### src/rtl/aux_irq_intake_pkg.sv
// Shared constants and helpers for the external event intake block.
package aux_irq_intake_pkg;

  localparam int unsigned AUX_CLK_HZ           = 32'd100_000_000;
  // 10 ms worth of board-clock cycles.
  localparam int unsigned AUX_DEBOUNCE_DEFAULT = AUX_CLK_HZ / 32'd100;
  localparam int unsigned AUX_IRQ_ID_BIT       = 32'd2;
  localparam int unsigned AUX_MAX_CHANNELS     = 32'd8;

  typedef logic [AUX_MAX_CHANNELS-1:0] chan_vec_t;

  // Lowest set index of a channel vector; 0 when empty.
  function automatic logic [2:0] first_set(input chan_vec_t vec);
    logic [2:0] idx;
    idx = 3'd0;
    for (int i = AUX_MAX_CHANNELS - 1; i >= 0; i--) begin
      if (vec[i]) begin
        idx = 3'(i);
      end else begin
        idx = idx;
      end
    end
    return idx;
  endfunction

endpackage

### src/rtl/aux_irq_intake_if.sv
// Request/acknowledge handshake between the event intake and the core.
interface aux_irq_if #(
  parameter int unsigned IdBit = 2
);
  logic             ack;
  logic             irq_valid;
  logic [IdBit-1:0] irq_id;

  // Intake side presents requests, core side acknowledges.
  modport master (input ack, output irq_valid, output irq_id);
  modport slave  (output ack, input irq_valid, input irq_id);
endinterface

### src/rtl/aux_irq_intake_debounce.sv
// Single-channel 2-FF synchroniser plus counter debouncer with rise pulse.
module aux_debounce #(
  parameter int unsigned DebounceCnt = 4
) (
  input  logic clk,
  input  logic rst_n,
  input  logic raw,
  output logic level,
  output logic rise
);

  localparam int unsigned CntW = (DebounceCnt > 1) ? $clog2(DebounceCnt) : 1;
  localparam logic [CntW-1:0] CntLast = CntW'(DebounceCnt - 1);

  logic            s1_r;
  logic            s2_r;
  logic            level_r;
  logic [CntW-1:0] cnt_r;
  logic            accept_s;

  // Level change is accepted on the edge where the counter reaches its last value.
  always_comb begin
    accept_s = (s2_r != level_r) && (cnt_r == CntLast);
    rise     = accept_s & s2_r;
  end

  // Synchroniser, stable-cycle counter and accepted level.
  always_ff @(posedge clk) begin
    if (!rst_n) begin
      s1_r    <= 1'b0;
      s2_r    <= 1'b0;
      level_r <= 1'b0;
      cnt_r   <= {CntW{1'b0}};
    end else begin
      s1_r <= raw;
      s2_r <= s1_r;
      if (s2_r == level_r) begin
        cnt_r <= {CntW{1'b0}};
      end else if (accept_s) begin
        level_r <= s2_r;
        cnt_r   <= {CntW{1'b0}};
      end else begin
        cnt_r <= cnt_r + CntW'(1);
      end
    end
  end

  assign level = level_r;

endmodule

### src/rtl/aux_irq_intake.sv
// Event intake: per-channel debounce, sticky pending flags, priority
// presentation over a valid/ack handshake and a saturating drop counter.
module aux_irq_intake
  import aux_irq_intake_pkg::*;
#(
  parameter int unsigned Channels    = 3,
  parameter int unsigned DebounceCnt = AUX_DEBOUNCE_DEFAULT,
  parameter int unsigned DropCntBit  = 8,
  parameter int unsigned IdBit       = AUX_IRQ_ID_BIT
) (
  input  logic                  clk,
  input  logic                  rst_n,
  input  logic [Channels-1:0]   raw_in,
  input  logic [Channels-1:0]   mask,
  aux_irq_if.master             irq,
  output logic [Channels-1:0]   level,
  output logic [Channels-1:0]   pending,
  output logic [DropCntBit-1:0] drop_cnt
);

  localparam int unsigned WideW = DropCntBit + 4;
  localparam logic [DropCntBit-1:0] DropMax = {DropCntBit{1'b1}};

  logic [Channels-1:0]   rise_s;
  logic [Channels-1:0]   level_s;
  logic [Channels-1:0]   pending_r;
  logic [Channels-1:0]   pending_next_s;
  logic [Channels-1:0]   eligible_s;
  logic [Channels-1:0]   clr_s;
  logic [Channels-1:0]   drop_hit_s;
  logic [3:0]            drop_sum_s;
  logic [WideW-1:0]      drop_wide_s;
  logic [DropCntBit-1:0] drop_next_s;
  logic [DropCntBit-1:0] drop_cnt_r;
  logic                  irq_valid_s;
  logic [IdBit-1:0]      irq_id_s;

  for (genvar g = 0; g < Channels; g++) begin : g_chan
    aux_debounce #(
      .DebounceCnt(DebounceCnt)
    ) u_debounce (
      .clk  (clk),
      .rst_n(rst_n),
      .raw  (raw_in[g]),
      .level(level_s[g]),
      .rise (rise_s[g])
    );
  end

  // Presentation: lowest-index unmasked pending channel wins.
  always_comb begin
    eligible_s  = pending_r & ~mask;
    irq_valid_s = |eligible_s;
    irq_id_s    = IdBit'(first_set(chan_vec_t'(eligible_s)));
  end

  // Next pending state and number of events lost this cycle.
  always_comb begin
    pending_next_s = pending_r;
    clr_s          = {Channels{1'b0}};
    drop_hit_s     = {Channels{1'b0}};
    drop_sum_s     = 4'd0;
    for (int ch = 0; ch < Channels; ch++) begin
      clr_s[ch]      = irq.ack & irq_valid_s & (irq_id_s == IdBit'(ch));
      drop_hit_s[ch] = rise_s[ch] & pending_r[ch] & ~clr_s[ch];
      drop_sum_s     = drop_sum_s + {3'd0, drop_hit_s[ch]};
      if (rise_s[ch]) begin
        pending_next_s[ch] = 1'b1;
      end else if (clr_s[ch]) begin
        pending_next_s[ch] = 1'b0;
      end else begin
        pending_next_s[ch] = pending_r[ch];
      end
    end
  end

  // Saturating accumulation of dropped events.
  always_comb begin
    drop_wide_s = WideW'(drop_cnt_r) + WideW'(drop_sum_s);
    if (drop_wide_s > WideW'(DropMax)) begin
      drop_next_s = DropMax;
    end else begin
      drop_next_s = drop_wide_s[DropCntBit-1:0];
    end
  end

  // Pending flags and drop counter registers.
  always_ff @(posedge clk) begin
    if (!rst_n) begin
      pending_r  <= {Channels{1'b0}};
      drop_cnt_r <= {DropCntBit{1'b0}};
    end else begin
      pending_r  <= pending_next_s;
      drop_cnt_r <= drop_next_s;
    end
  end

  assign level         = level_s;
  assign pending       = pending_r;
  assign drop_cnt      = drop_cnt_r;
  assign irq.irq_valid = irq_valid_s;
  assign irq.irq_id    = irq_id_s;

endmodule

### src/flat_wrapper.sv
// flat-port wrapper written by rule: the top's interface ports become plain ports
module aux_irq_intake_flat import aux_irq_intake_pkg::*;
#(
  parameter int unsigned Channels    = 3,
  parameter int unsigned DebounceCnt = AUX_DEBOUNCE_DEFAULT,
  parameter int unsigned DropCntBit  = 8,
  parameter int unsigned IdBit       = AUX_IRQ_ID_BIT
)
  (clk, rst_n, raw_in, mask, level, pending, drop_cnt, irq_ack, irq_irq_valid, irq_irq_id);
  aux_irq_if #(.IdBit(IdBit)) irq_i ();
  input  logic clk;
  input  logic rst_n;
  input  logic [Channels-1:0] raw_in;
  input  logic [Channels-1:0] mask;
  output logic [Channels-1:0] level;
  output logic [Channels-1:0] pending;
  output logic [DropCntBit-1:0] drop_cnt;
  input wire logic [$bits(irq_i.ack)-1:0] irq_ack;
  output wire logic [$bits(irq_i.irq_valid)-1:0] irq_irq_valid;
  output wire logic [$bits(irq_i.irq_id)-1:0] irq_irq_id;
  assign irq_i.ack = irq_ack;
  assign irq_irq_valid = irq_i.irq_valid;
  assign irq_irq_id = irq_i.irq_id;
  aux_irq_intake #(.Channels(Channels), .DebounceCnt(DebounceCnt), .DropCntBit(DropCntBit), .IdBit(IdBit)) u_core (.clk(clk), .rst_n(rst_n), .raw_in(raw_in), .mask(mask), .irq(irq_i), .level(level), .pending(pending), .drop_cnt(drop_cnt));
endmodule
### config.mk
export PLATFORM = sky130hd
export DESIGN_NAME = aux_irq_intake_flat
export DESIGN_NICKNAME = d
export VERILOG_FILES = /design/src/rtl/aux_irq_intake_pkg.sv /design/src/rtl/aux_irq_intake_if.sv /design/src/rtl/aux_irq_intake_debounce.sv /design/src/rtl/aux_irq_intake.sv /design/src/flat_wrapper.sv
export SDC_FILE = /design/constraint.sdc
export NUM_CORES = 1
export LEC_CHECK = 0
export CORE_MARGIN = 2
export CORE_UTILIZATION = 40
export CTS_CLUSTER_DIAMETER = 80
export DETAILED_ROUTE_END_ITERATION = 10
export PLACE_DENSITY = 0.65
export SETUP_SLACK_MARGIN = 0.1
export SYNTH_ARGS = -nofsm -noshare
export SYNTH_HDL_FRONTEND = slang
export SYNTH_SLANG_ARGS = --single-unit
### constraint.sdc
create_clock -name clk -period 5.1 [get_ports clk]
set_clock_uncertainty 0.1 [all_clocks]
set_input_delay 1.02 -clock clk [delete_from_list [all_inputs] [get_ports clk]]
set_output_delay 1.02 -clock clk [all_outputs]
set_load 0.02 [all_outputs]
==> impl_metrics.env <==
export IMPL_outcome="completed"
export IMPL_synth_top_area_share_pct=43.3
export IMPL_setup_viol=0
export IMPL_dp_hpwl_um=5240
export IMPL_cp_required_ns=5.22
export IMPL_wl_per_cell_um=13.5
export IMPL_end_kind="flip-flop"
export IMPL_dieArea_um2=10000
export IMPL_combPwrFrac_pct=1.6
export IMPL_max_freq_mhz=239
export IMPL_overflow=0
export IMPL_syn_area_um2=3690
export IMPL_netlist_top_cell_by_area="dfxtp_1"
export IMPL_crit_slowest_cell="or4b_2"
export IMPL_syn_inst=420
export IMPL_grt_pass1_vias=2976
export IMPL_area_growth_pct=14.6
export IMPL_numPortBuffers=25
export IMPL_htree_levels=3
export IMPL_power_internal_mw=0.911
export IMPL_synth_seq_cells=80
export IMPL_start_kind="flip-flop"
export IMPL_drive_gt1_share_pct=6.26
export IMPL_crit_path_frequent_cell="fa_1"
export IMPL_p_per_area_nw_per_um2=273
export IMPL_core_area_um2=9110
export IMPL_path_max_fanout=6
export IMPL_switching_power_mw=0.246
export IMPL_cts_setup_buffers=0
export IMPL_final_cell_mix="dfxtp_1, nor2_1, nand3_1"
export IMPL_final_common_cell="dfxtp_1"
export IMPL_via_per_inst=5.40
export IMPL_min_period_over_period_pct=82.1
export IMPL_rsz0062_at_grt="false"
export IMPL_place_congestion=0.822
export IMPL_post_cts_resized=0
export IMPL_path_class="flip-flop to flip-flop"
export IMPL_fin_setup_tns_ns=0
export IMPL_yosysWarnings=0
export IMPL_clkTransAtPathRegs_ns=0.09
export IMPL_crit_chain="or4b_2, or4_1, nor4_1, and2_1, fa_1, ha_1, fa_1, a21oi_1, nor3_1, nor4b_1, nor3b_1"
export IMPL_antenna_cells=0
export IMPL_ys_types=47
export IMPL_cts_buffers=9
export IMPL_synthFlopType="dfxtp_1"
export IMPL_dieHeight_um=100
export IMPL_dpl_cell_area_um2=4020
export IMPL_hold_slack_ns=0.345
export IMPL_drc_errors=0
export IMPL_finalWirelength_um=7510
export IMPL_clock_latency_ns=0.35
export IMPL_synthTopCellsByArea="dfxtp_1, nor2_1, xnor2_1"
export IMPL_seq_area_frac_synth_pct=43.3
export IMPL_worstHoldPathType="flip-flop to flip-flop"
export IMPL_max_slew_margin_pct=55.7
export IMPL_ys_async_sr_fraction_pct=0
export IMPL_cts_tree="done"
export IMPL_ctsLongestPathBuffers=2
export IMPL_report_final_slew_viol_count=0
export IMPL_ios=26
export IMPL_clkPwrFrac_pct=44.1
export IMPL_timing_final_hold_violations=0
export IMPL_grt_max_degree=21
export IMPL_seq_power_share_pct=54.3
export IMPL_die_w_um=100
export IMPL_antenna_found_initial=0
export IMPL_firstDrtPassIters=4
export IMPL_clock_sinks=80
export IMPL_cp_arrival_ns=4.31
export IMPL_switching_share_pct=21.3
export IMPL_tightest_slew_ns=0.661
export IMPL_synth_edf_count=0
export IMPL_drt_iter0_markers=124
export IMPL_cts_root_buffer="clkbuf_8"
export IMPL_period_minus_slack_ns=4.18
export IMPL_final_area_um2=4240
export IMPL_hold_buffers=0
export IMPL_slowest_delay_ns=0.60
export IMPL_grt_pass1_wl_um=13100
export IMPL_max_cap_violations=0
export IMPL_initial_core_util_pct=40.6
export IMPL_syn_avg_cell_area_um2=8.80
export IMPL_layout_nets=463
export IMPL_grt_use_total_pct=16.1
export IMPL_vias=3011
export IMPL_synthesis_nets=440
export IMPL_ant_nets=0
export IMPL_rows=35
export IMPL_p_leak_nw=1.35
export IMPL_ir_worst_vdd_mv=0.128
[synth_stat cells, types with 9 or more instances]
cell / n
dfxtp_1: 80
xnor2_1: 23
ha_1: 9
nand3_1: 28
nand4_1: 10
nor2_1: 56
a21oi_1: 27
nand2_1: 20
or3_1: 14
inv_1: 13
or4_1: 13
xor2_1: 17
o21ai_0: 16
[registers in the layout (all words and copies together), names as in the netlist]
signal                          count
u_core.pending                      3
u_core.g_chan.u_debounce.s1_r       3
u_core.g_chan.u_debounce.cnt_r     60
u_core.g_chan.u_debounce.level      3
u_core.drop_cnt                     8
u_core.g_chan.u_debounce.s2_r       3
[path summary, 6_finish.rpt]
| kind | end | slack [ns] | startpoint | cells past startpoint |
|---|---|---|---|---|
| min | u_core.g_chan[2].u_debounce.s2_r | 0.34 | u_core.g_chan[2].u_debounce.s1_r | 1 |
| min reg2reg | u_core.g_chan[2].u_debounce.s2_r | 0.34 | u_core.g_chan[2].u_debounce.s1_r | 1 |
| max | u_core.drop_cnt[5] | 0.92 | u_core.g_chan[1].u_debounce.cnt_r[14] | 11 |
| max reg2reg | u_core.drop_cnt[5] | 0.92 | u_core.g_chan[1].u_debounce.cnt_r[14] | 11 |
[per-layer routing]
layer	vias up	global-route usage (%)	share of wire (%)
met1	1409	21.0	50
met5	-	0	0
met4	0	7.17	1.7
met2	57	26.5	46
li1	1535	-	-
met3	10	2.58	3.1
[power by group through the flow]
| stage | sequential, mW | combinational (mW) | clock [mW] |
|---|---|---|---|
| floorplan | 0.643 | 0.00928 | 0 |
| global placement | 0.643 | 0.0182 | 0 |
| detailed placement | 0.643 | 0.0185 | 0 |
| CTS | 0.628 | 0.0186 | 0.528 |
| global route | 0.629 | 0.0207 | 0.553 |
| finish | 0.629 | 0.0185 | 0.510 |
[through the flow]
stage / power [mW] / utilization, % / instances / worst slack [ns]
after CTS: 1.18 / 46.5 / 558 / 0.891
after detailed placement: 0.662 / 44.1 / 543 / 0.677
after global placement: 0.661 / 44.1 / 543 / 0.816
after floorplan: 0.652 / - / 420 / 1.28
after global routing: 1.20 / 46.5 / 558 / 0.689
final: 1.16 / 46.5 / 558 / 0.915
[cell type report]
cell class              count  area [um2]
clock buffers               9         124
clock inverters             6        92.6
fillers                   886        4870
inverters                  14        52.6
multi-input cells         311        1960
flip-flops and latches     80        1600
well taps                 111         139
repair buffers             27         265
[worst max-delay path, delay by kind of cell (launching register included)]
kind	cells	cell delay (ns)
AOI/OAI and AO/OA	1	0.29
adders and majority gates	3	1.09
DFF	1	0.41
and+or+nand+nor	7	2.16
[cell families (layout without fill, tap and decap cells)]
family                     count (synthesis)  after routing  synth area share, %
and+or+nand+nor                          197            197                 29.4
DFF                                       80             80                 43.3
AOI/OAI and AO/OA                         63             63                 10.1
xor gates and xnor gates                  40             40                 9.48
buffers and inverters                     29             56                 3.59
adders and majority gates                 11             11                 4.13
(Power assumes the default switching activity.)
